$ cat config.mk
export PLATFORM = sky130hd
export DESIGN_NAME = sb_nm1s_rr
export DESIGN_NICKNAME = d
export VERILOG_FILES = /design/src/rtl/sb_pkg.sv /design/src/rtl/sb_arb_idq.sv /design/src/rtl/sb_nm1s_rr.sv
export SDC_FILE = /design/constraint.sdc
export NUM_CORES = 1
export LEC_CHECK = 0
export BUFFER_PORTS_ARGS = -buffer_cell sky130_fd_sc_hd__buf_2
export CORE_AREA = 3 3 151 153
export CTS_BUF_LIST = sky130_fd_sc_hd__clkbuf_4
export DETAILED_ROUTE_END_ITERATION = 6
export DIE_AREA = 0 0 154 156
export SLEW_MARGIN = 0
export SYNTH_ARGS = -nofsm -noshare
export SYNTH_HDL_FRONTEND = slang
export SYNTH_SLANG_ARGS = --single-unit
export TNS_END_PERCENT = 1
$ cat constraint.sdc
create_clock -name clk -period 2.36 [get_ports clk]
set_input_delay 0.472 -clock clk [delete_from_list [all_inputs] [get_ports clk]]
set_output_delay 0.472 -clock clk [all_outputs]
set_load 0.02 [all_outputs]
$ cat src/rtl/sb_pkg.sv
// Shared constants and helpers for the simple-bus N-master arbiter.
package sb_pkg;

    // Arbitration modes
    localparam int ARB_RR    = 0;   // round-robin, pointer advances past each accepted master
    localparam int ARB_FIXED = 1;   // fixed priority, highest master index wins

    // Default bus widths
    localparam int AW_DEF = 32;
    localparam int DW_DEF = 32;

    // Index width that never collapses to zero bits, so 1- and 2-entry
    // structures still get a usable pointer/index field.
    function automatic int clog2_safe(input int n);
        return (n <= 2) ? 1 : $clog2(n);
    endfunction

endpackage

$ cat src/rtl/sb_arb_idq.sv
// Arbiter, grant lock, round-robin pointer and in-order master-ID FIFO for
// one request/response path. Request and response forwarding is purely
// combinational; the only state is the lock, the pointer and the FIFO.
module sb_arb_idq
    import sb_pkg::*;
#(
    parameter int NM       = 2,
    parameter int OSTD     = 2,
    parameter int ARB_MODE = ARB_RR
) (
    input  logic          clk,
    input  logic          rst,
    // master-side request handshake
    input  logic [NM-1:0] req_valid,
    output logic [NM-1:0] req_ready,
    output logic [NM-1:0] gnt,
    // slave-side request handshake
    output logic          s_valid,
    input  logic          s_ready,
    // slave-side response handshake
    input  logic          rsp_valid_s,
    output logic          rsp_ready_s,
    // master-side response handshake
    output logic [NM-1:0] rsp_valid_m,
    input  logic [NM-1:0] rsp_ready_m
);

    localparam int IW = clog2_safe(NM);     // master index width
    localparam int XW = IW + 1;             // scan width, holds pointer + offset before wrap
    localparam int PW = clog2_safe(OSTD);   // FIFO pointer width
    localparam int CW = $clog2(OSTD) + 1;   // FIFO occupancy width

    logic [IW-1:0] rr_ptr_reg, rr_ptr_next;
    logic          locked_reg, locked_next;
    logic [IW-1:0] lock_idx_reg, lock_idx_next;

    logic [IW-1:0] id_mem_reg [OSTD];
    logic [PW-1:0] wr_ptr_reg, rd_ptr_reg;
    logic [CW-1:0] count_reg;

    logic [IW-1:0] arb_idx;
    logic          arb_any;
    logic [XW-1:0] scan_idx;
    logic [IW-1:0] gnt_idx;
    logic          gnt_any;
    logic [IW-1:0] head;
    logic          empty, full, push, pop, can_push;

    // Free arbitration: round-robin scan from the pointer, or highest index wins
    always_comb begin
        arb_idx  = '0;
        arb_any  = 1'b0;
        scan_idx = '0;
        if (ARB_MODE == ARB_FIXED) begin
            for (int i = 0; i < NM; i++) begin
                if (req_valid[i]) begin
                    arb_idx = IW'(i);
                    arb_any = 1'b1;
                end
            end
        end else begin
            for (int k = 0; k < NM; k++) begin
                scan_idx = {1'b0, rr_ptr_reg} + XW'(k);
                if (scan_idx >= XW'(NM)) begin
                    scan_idx = scan_idx - XW'(NM);
                end
                if (!arb_any && req_valid[scan_idx[IW-1:0]]) begin
                    arb_idx = scan_idx[IW-1:0];
                    arb_any = 1'b1;
                end
            end
        end
    end

    // A locked grant overrides free arbitration until its handshake completes
    assign gnt_idx = locked_reg ? lock_idx_reg : arb_idx;
    assign gnt_any = locked_reg | arb_any;

    assign empty    = (count_reg == '0);
    assign full     = (count_reg == CW'(OSTD));
    assign head     = id_mem_reg[rd_ptr_reg];

    // Responses only flow when an ID is queued, so a stray slave response stalls
    assign rsp_ready_s = !rst && !empty && rsp_ready_m[head];
    assign pop         = rsp_valid_s && rsp_ready_s;

    // A full FIFO can still take a new ID when the head retires this cycle
    assign can_push = !full || pop;
    assign s_valid  = !rst && can_push && |(req_valid & gnt);
    assign push     = s_valid && s_ready;

    for (genvar gi = 0; gi < NM; gi++) begin : g_route
        assign gnt[gi]         = gnt_any && (gnt_idx == IW'(gi));
        assign req_ready[gi]   = gnt[gi] && !rst && can_push && s_ready;
        assign rsp_valid_m[gi] = !rst && rsp_valid_s && !empty && (head == IW'(gi));
    end

    // Next lock and pointer: lock on a stalled offer, release on accept or dropped valid
    always_comb begin
        locked_next   = locked_reg;
        lock_idx_next = lock_idx_reg;
        rr_ptr_next   = rr_ptr_reg;
        if (push) begin
            locked_next = 1'b0;
            if (ARB_MODE == ARB_RR) begin
                rr_ptr_next = (gnt_idx == IW'(NM - 1)) ? '0 : gnt_idx + 1'b1;
            end
        end else if (s_valid) begin
            locked_next   = 1'b1;
            lock_idx_next = gnt_idx;
        end else if (locked_reg && !req_valid[lock_idx_reg]) begin
            locked_next = 1'b0;
        end
    end

    // Lock and round-robin pointer registers
    always_ff @(posedge clk or posedge rst) begin
        if (rst) begin
            locked_reg   <= 1'b0;
            lock_idx_reg <= '0;
            rr_ptr_reg   <= '0;
        end else begin
            locked_reg   <= locked_next;
            lock_idx_reg <= lock_idx_next;
            rr_ptr_reg   <= rr_ptr_next;
        end
    end

    // ID FIFO: granted index pushed on accept, head popped on response handshake
    always_ff @(posedge clk or posedge rst) begin
        if (rst) begin
            for (int i = 0; i < OSTD; i++) begin
                id_mem_reg[i] <= '0;
            end
            wr_ptr_reg <= '0;
            rd_ptr_reg <= '0;
            count_reg  <= '0;
        end else begin
            if (push) begin
                id_mem_reg[wr_ptr_reg] <= gnt_idx;
                wr_ptr_reg <= (wr_ptr_reg == PW'(OSTD - 1)) ? '0 : wr_ptr_reg + 1'b1;
            end
            if (pop) begin
                rd_ptr_reg <= (rd_ptr_reg == PW'(OSTD - 1)) ? '0 : rd_ptr_reg + 1'b1;
            end
            case ({push, pop})
                2'b10:   count_reg <= count_reg + 1'b1;
                2'b01:   count_reg <= count_reg - 1'b1;
                default: count_reg <= count_reg;
            endcase
        end
    end

endmodule

$ cat src/rtl/sb_nm1s_rr.sv
// N-master to 1-slave simple-bus arbiter. Read and write paths are arbitrated
// independently; each path can have up to OSTD accepted requests awaiting
// responses, which are routed back in order to the issuing master.
module sb_nm1s_rr
    import sb_pkg::*;
#(
    parameter int NM       = 2,
    parameter int AW       = AW_DEF,
    parameter int DW       = DW_DEF,
    parameter int OSTD     = 2,
    parameter int ARB_MODE = ARB_RR
) (
    input  logic                 clk,
    input  logic                 rst,
    // master side, read
    input  logic [NM-1:0]        sb_arvalid_m,
    output logic [NM-1:0]        sb_arready_m,
    input  logic [NM*AW-1:0]     sb_araddr_m,
    output logic [NM-1:0]        sb_rvalid_m,
    input  logic [NM-1:0]        sb_rready_m,
    output logic [DW-1:0]        sb_rdata_m,
    // master side, write
    input  logic [NM-1:0]        sb_wvalid_m,
    output logic [NM-1:0]        sb_wready_m,
    input  logic [NM*AW-1:0]     sb_waddr_m,
    input  logic [NM*DW-1:0]     sb_wdata_m,
    input  logic [NM*DW/8-1:0]   sb_wstrb_m,
    output logic [NM-1:0]        sb_bvalid_m,
    input  logic [NM-1:0]        sb_bready_m,
    output logic                 sb_bresp_m,
    // slave side, read
    output logic                 sb_arvalid_s0,
    input  logic                 sb_arready_s0,
    output logic [AW-1:0]        sb_araddr_s0,
    input  logic                 sb_rvalid_s0,
    output logic                 sb_rready_s0,
    input  logic [DW-1:0]        sb_rdata_s0,
    // slave side, write
    output logic                 sb_wvalid_s0,
    input  logic                 sb_wready_s0,
    output logic [AW-1:0]        sb_waddr_s0,
    output logic [DW-1:0]        sb_wdata_s0,
    output logic [DW/8-1:0]      sb_wstrb_s0,
    input  logic                 sb_bvalid_s0,
    output logic                 sb_bready_s0,
    input  logic                 sb_bresp_s0
);

    localparam int SW = DW / 8;

    logic [NM-1:0] ar_gnt, w_gnt;

    // Per-master payload slices, zeroed unless that master holds the grant
    logic [AW-1:0] ar_addr_slice [NM];
    logic [AW-1:0] w_addr_slice  [NM];
    logic [DW-1:0] w_data_slice  [NM];
    logic [SW-1:0] w_strb_slice  [NM];

    logic [AW-1:0] ar_addr_sel, w_addr_sel;
    logic [DW-1:0] w_data_sel;
    logic [SW-1:0] w_strb_sel;

    sb_arb_idq #(
        .NM       (NM),
        .OSTD     (OSTD),
        .ARB_MODE (ARB_MODE)
    ) u_rd_path (
        .clk         (clk),
        .rst         (rst),
        .req_valid   (sb_arvalid_m),
        .req_ready   (sb_arready_m),
        .gnt         (ar_gnt),
        .s_valid     (sb_arvalid_s0),
        .s_ready     (sb_arready_s0),
        .rsp_valid_s (sb_rvalid_s0),
        .rsp_ready_s (sb_rready_s0),
        .rsp_valid_m (sb_rvalid_m),
        .rsp_ready_m (sb_rready_m)
    );

    sb_arb_idq #(
        .NM       (NM),
        .OSTD     (OSTD),
        .ARB_MODE (ARB_MODE)
    ) u_wr_path (
        .clk         (clk),
        .rst         (rst),
        .req_valid   (sb_wvalid_m),
        .req_ready   (sb_wready_m),
        .gnt         (w_gnt),
        .s_valid     (sb_wvalid_s0),
        .s_ready     (sb_wready_s0),
        .rsp_valid_s (sb_bvalid_s0),
        .rsp_ready_s (sb_bready_s0),
        .rsp_valid_m (sb_bvalid_m),
        .rsp_ready_m (sb_bready_m)
    );

    for (genvar gi = 0; gi < NM; gi++) begin : g_slice
        assign ar_addr_slice[gi] = sb_araddr_m[gi*AW +: AW] & {AW{ar_gnt[gi]}};
        assign w_addr_slice[gi]  = sb_waddr_m[gi*AW +: AW]  & {AW{w_gnt[gi]}};
        assign w_data_slice[gi]  = sb_wdata_m[gi*DW +: DW]  & {DW{w_gnt[gi]}};
        assign w_strb_slice[gi]  = sb_wstrb_m[gi*SW +: SW]  & {SW{w_gnt[gi]}};
    end

    // OR-combine the masked slices; grants are one-hot so this is a plain mux
    always_comb begin
        ar_addr_sel = '0;
        w_addr_sel  = '0;
        w_data_sel  = '0;
        w_strb_sel  = '0;
        for (int i = 0; i < NM; i++) begin
            ar_addr_sel = ar_addr_sel | ar_addr_slice[i];
            w_addr_sel  = w_addr_sel  | w_addr_slice[i];
            w_data_sel  = w_data_sel  | w_data_slice[i];
            w_strb_sel  = w_strb_sel  | w_strb_slice[i];
        end
    end

    // Payload is held at zero whenever nothing is offered to the slave
    assign sb_araddr_s0 = sb_arvalid_s0 ? ar_addr_sel : '0;
    assign sb_waddr_s0  = sb_wvalid_s0  ? w_addr_sel  : '0;
    assign sb_wdata_s0  = sb_wvalid_s0  ? w_data_sel  : '0;
    assign sb_wstrb_s0  = sb_wvalid_s0  ? w_strb_sel  : '0;

    // Response payloads are broadcast; the per-master valid selects the owner
    assign sb_rdata_m = sb_rdata_s0;
    assign sb_bresp_m = sb_bresp_s0;

endmodule

* Word-level counts from Yosys, hierarchy flattened
Cells that the tools add are included.
** Storage, ports and cells
- Register bits :: 18
- Bits of input ports :: 247
- Output and inout bits :: 145
- Word-level logic and storage cells :: 205
** Operators by class
- Add/sub/neg operators :: 16
- $lt $le $gt $ge :: 18
- Equal/unequal tests :: 6
- Muxes and demuxes :: 60
- Bitwise logic cells :: 26
- Reductions and logical operators :: 63
** Operators with widths (number)
- 32-bit AND :: 6
- 32-bit 2-to-1 mux :: 3
- 32-bit bitwise OR :: 3
- 1-bit 2-to-1 mux :: 50
- 1-bit logical AND :: 42
- 1-bit by 2-bit < comparator with 1-bit output (second input constant) :: 8
- 2-bit greater-or-equal comparator (second input constant) :: 6
- 1-bit logical NOT :: 9
- 4-bit AND :: 2
- 2-bit == test (second input constant) :: 4
- 1-bit inverter with 2-bit output :: 4
- 2-bit case mux with 2 select lines :: 2
- 1-bit adder (second input constant) :: 6
- 1-bit inverter :: 6
- 3-bit nonzero test :: 2
- 1-bit by 1-bit adder with 2-bit output (second input constant) :: 2
- 2-bit by 1-bit adder with 2-bit output (second input constant) :: 2
- 2-bit AND :: 2
- 2-bit bitwise mux :: 2
- 2-bit by 1-bit == test with 1-bit output (second input constant) :: 2
- 1-bit by 2-bit greater-or-equal comparator with 1-bit output (second input constant) :: 2
- 2-bit logical NOT :: 2
- 2-bit by 1-bit < comparator with 1-bit output (second input constant) :: 2
- 4-bit 2-to-1 mux :: 1
- other kinds (9) :: 19

* Depth between registers and ports, before layout
- Word-level depth :: 17
- Gate-level depth with buffers :: 10
- Depth with buffers taken out :: 9

* Hierarchy
Synthesis repeated with hierarchy kept, for this count alone.
** Unflattened totals
- Cell total of the unflattened synthesis :: 379
- Area total of the unflattened synthesis :: 3123.0 um^2
** By module, submodules not included
- sb_nm1s_rr :: instances 1, cells an instance 265, area an instance 1951.9 um^2, sequential area each 0.0 um^2
- sb_arb_idq :: instances 2, cells an instance 57, area an instance 585.6 um^2, sequential area each 225.2 um^2

* Worst setup path before layout
No wires, ideal clock.
- Path kind :: flip-flop to output port
- Start :: register u_wr_path.rd_ptr_reg
- End :: output sb_waddr_s0[0]
- Arrival :: 2142 ps
- Slack :: -254 ps
- Stages on the path, launching flop included :: 7
- Buffers on the path :: 2
- Path through :: dfrtp_1 mux2_4 mux2_4 or4_4 buf_6 clkbuf_1 nor2_1
** On the way
- Word-level cells in the longest chain between the ends :: 12
** Ends and longest elaborated chain
- start, declared :: line sb_arb_idq.sv:38 : logic [PW-1:0] wr_ptr_reg, rd_ptr_reg;
- start signal, assigned :: line sb_arb_idq.sv:144 : rd_ptr_reg <= (rd_ptr_reg == PW'(OSTD - 1)) ? '0 : rd_ptr_reg + 1'b1;
- 1-bit inverter with 2-bit output (implied by the code) :: line sb_arb_idq.sv:81 : assign head = id_mem_reg[rd_ptr_reg];
- 1-bit 2-to-1 mux (implied by the code) (3 in a row) :: line sb_arb_idq.sv:81
- 1-bit 2-to-1 mux (implied by the code) (2 in a row) :: line sb_arb_idq.sv:84 : assign rsp_ready_s = !rst && !empty && rsp_ready_m[head];
- 1-bit logical AND :: line sb_arb_idq.sv:84
- 1-bit logical AND :: line sb_arb_idq.sv:85 : assign pop = rsp_valid_s && rsp_ready_s;
- 1-bit logical OR :: line sb_arb_idq.sv:88 : assign can_push = !full || pop;
- 1-bit logical AND (2 in a row) :: line sb_arb_idq.sv:89 : assign s_valid = !rst && can_push && |(req_valid & gnt);
- 32-bit 2-to-1 mux :: line sb_nm1s_rr.sv:122 : assign sb_waddr_s0 = sb_wvalid_s0 ? w_addr_sel : '0;
- end, declared :: line sb_nm1s_rr.sv:41 : output logic [AW-1:0] sb_waddr_s0,
No other way between the ends. The select of a mux whose other input is x is not followed.

* Worst setup path in the final report
- Start :: register u_wr_path.rd_ptr_reg
- End :: output sb_waddr_s0[14]
Same word-level chain as after synthesis.

==> impl_metrics.ini <==
[clocking]
clockBufferDepth = 2
worstSkewPairLatency_ns = 0.28
cts-root-buf = clkbuf_4
cts_tree = done
path_clk_slew_ns = 0.10
cts_made_buffers = 3
cts_sinks = 18
htree_levels = 1
hold_buffers = 0

[logic_synthesis]
syn_area_per_cell_sq_um = 6.86
synth_cell_types = 35
ys_top_cells_by_count = nor2_1, a22oi_1, buf_4, clkbuf_1, dfrtp_1
synth_top_area_cell = a22oi_1
ys_seq_area_share_pct = 17.1
synth_top_area_share_pct = 28.6
synth_warnings = 0
synth_edf_count = 0
synthArstFlopShare_pct = 100
synth_fp_nets = 632
synthTopCellsByArea = a22oi_1, dfrtp_1, nor2_1, buf_4, clkbuf_1
synth_flop_cell = dfrtp_1
ys_seq_elements = 18
syn_inst = 383
yosysMostFrequentCell = nor2_1
synth_area_sq_um = 2630

[setup_path]
ff2ff_setup_slack_ns = -0.19
crit_required_ns = 1.89
cpPeakStageDelay_ns = 0.61
cp_common_cell = mux2_4
r2r_cells = 8
path_delay_family = simple AND/OR/NAND/NOR gates
setup.worst_path.class = reg -> out
end_kind = output port
crit_arrival_ns = 2.43
cp_cell_sequence = mux2_4 > mux2_4 > or4_4 > buf_12 > nor2_4 > buf_2
r2r_end = u_wr_path.count_reg[1]
r2r_start = u_wr_path.rd_ptr_reg
slowest_stage = or4_4
critPathBufInv = 2
cp_max_fo = 20
cp-start-kind = register

[hold_path]
hold_end = u_rd_path.locked_reg
holdPathStages = 2
hold_path_class = in -> reg
min_from = sb_arready_s0

[pwr]
cellLeakagePower_nw = 2.73
sw_frac_of_total_pct = 52.0
power_frac_comb_pct = 85.5
p_per_area_nw_per_um2 = 895
netSwitchingPower_w = 0.00264
intPower_w = 0.00244
vdd_drop_max_mv = 0.537
seq_power_share_pct = 11.6
p_clk_share_pct = 3.0

[floorplanning]
dieArea_sq_um = 24000
boundaryPins = 392
die_y_um = 156
die_w_um = 154
core_area_sq_um = 21700
core.rowCount = 54
start_util_pct = 12.1

[detailed_routing]
final_antenna_net_count = 0
routed_wl_mm = 14.6
drt_iter0_drc = 243
avgViaCountPerCell = 4.16
firstDrtPassIters = 4
via_count = 4041
drcViolationCount = 0
wl_per_cell_um = 15.0

[sta]
fin_ws_ns = -0.542
worst_hold_slack_ns = 0.395
setup_viol = 111
slew_headroom_pct = 74.8
post-route-period-util_pct = 123
slew_violations = 0
clock_skew_ns = 0.000512
rsz0062_at_grt = yes
fmax_mhz = 345
hold_viol_final = 0
fin_crit_ns = 2.90
fin_tns_setup_ns = -37.89
worstMarginPinSlew_ns = 0.378

[global_route]
antenna_found_initial = 3
first_global_vias = 3857
grt_pass1_wl_mm = 20.6
grt-ovfl-total = 0
grt_use_total_pct = 10.6
grt_start_max_net_pins = 47

[layout]
stdcell_count = 972
fin_nets = 939
fillCellCount = 2348
syn2layout_area_growth_pct = 116
drive_above_1_share_pct = 67.3

[job]
drv_cap = 0

[run_status]
violations = setup timing
outcome = finished with violations

[place]
dpl.hpwl_mm = 12.4
gp_congestion = 0.760
place_inst = 964
port_buffers = 325
repair_timing:
action,4_1_cts,5_1_grt
buffers inserted,0,0
setup endpoints to repair,110,112
gates resized for setup,77,67
pin swaps,0,1
gates cloned,0,1
final cells by class:
cell class / instances / area [sq um] / area share [%]
timing repair buffer: 370 / 2480 / 43.7
multi-input combinational: 289 / 2330 / 41.0
sequential: 18 / 450 / 7.93
tap: 280 / 350 / 6.17
inverter: 8 / 33.8 / 0.595
clock buffer: 3 / 22.5 / 0.396
antenna: 4 / 10.0 / 0.176
stage by stage:
| step | instance area (sq um) | total power (W) | setup slack [ns] | util [%] |
|---|---|---|---|---|
| after floorplan | 3280 | 0.00337 | -0.105 | - |
| after global placement | 5180 | 0.00455 | -0.200 | 23.9 |
| after detailed placement | 5180 | 0.00458 | -0.236 | 23.9 |
| after CTS | 5430 | 0.00495 | -0.568 | 25.0 |
| after global routing | 5680 | 0.00548 | -0.626 | 26.2 |
| final | 5680 | 0.00508 | -0.542 | 26.2 |
metal layers:
metal  wire (um)  track usage, %  up-vias
met5          12               0        -
li1            -               -     1956
met2        8240            22.4      252
met3        1370            2.94       10
met1        4820            10.7     1821
met4         109           0.547        2
worst max path at each step:
stage,cells after the start,startpoint,slack (ns),end
after global routing,6,u_wr_path.rd_ptr_reg,-0.63,sb_waddr_s0[3]
final,6,u_wr_path.rd_ptr_reg,-0.54,sb_waddr_s0[14]
after global placement,6,u_wr_path.rd_ptr_reg,-0.20,sb_wdata_s0[16]
after CTS,6,u_wr_path.rd_ptr_reg,-0.57,sb_wdata_s0[16]
after detailed placement,6,u_wr_path.rd_ptr_reg,-0.24,sb_wdata_s0[16]
after floorplan,6,u_wr_path.rd_ptr_reg,-0.10,sb_waddr_s0[0]
cell families after synthesis:
kind of cell,share of synthesized area [%]
DFF,17.1
muxes,6.86
buffers and inverters,15.9
and+or+nand+nor,24.1
AOI/OAI and AO/OA,31.7
xor gates and xnor gates,3.33
adders and majority gates,0.952
power by group through the flow:
stage	logic, W	registers (W)	clock network (W)
6_report	0.00435	0.000587	0.000150
5_1_grt	0.00470	0.000614	0.000170
4_1_cts	0.00421	0.000589	0.000156
3_5_place_dp	0.00399	0.000590	0
3_3_place_gp	0.00397	0.000583	0
2_1_floorplan	0.00282	0.000549	0
worst register-to-register path: stages, from the launching register on:
cell	delay [ns]
dfrtp_1	0.41
mux2_4	0.31
mux2_4	0.30
or4_4	0.61
inv_1	0.15
nand2_1	0.10
ha_1	0.31
nor2_1	0.14
xor2_1	0.15
cells in the final DEF, fill, tap and decap left out, drive strengths merged, types with 3 or more instances in the layout:
cell type,n
xor2,4
nor3b,6
buf,369
clkbuf,4
dfrtp,18
nor3,5
inv,7
nand2,9
and3,5
diode,4
a22oi,100
o21ai,4
mux2,10
a21oi,3
mux2i,6
nor2,113
xnor2,6
(Power assumes the default switching activity.)
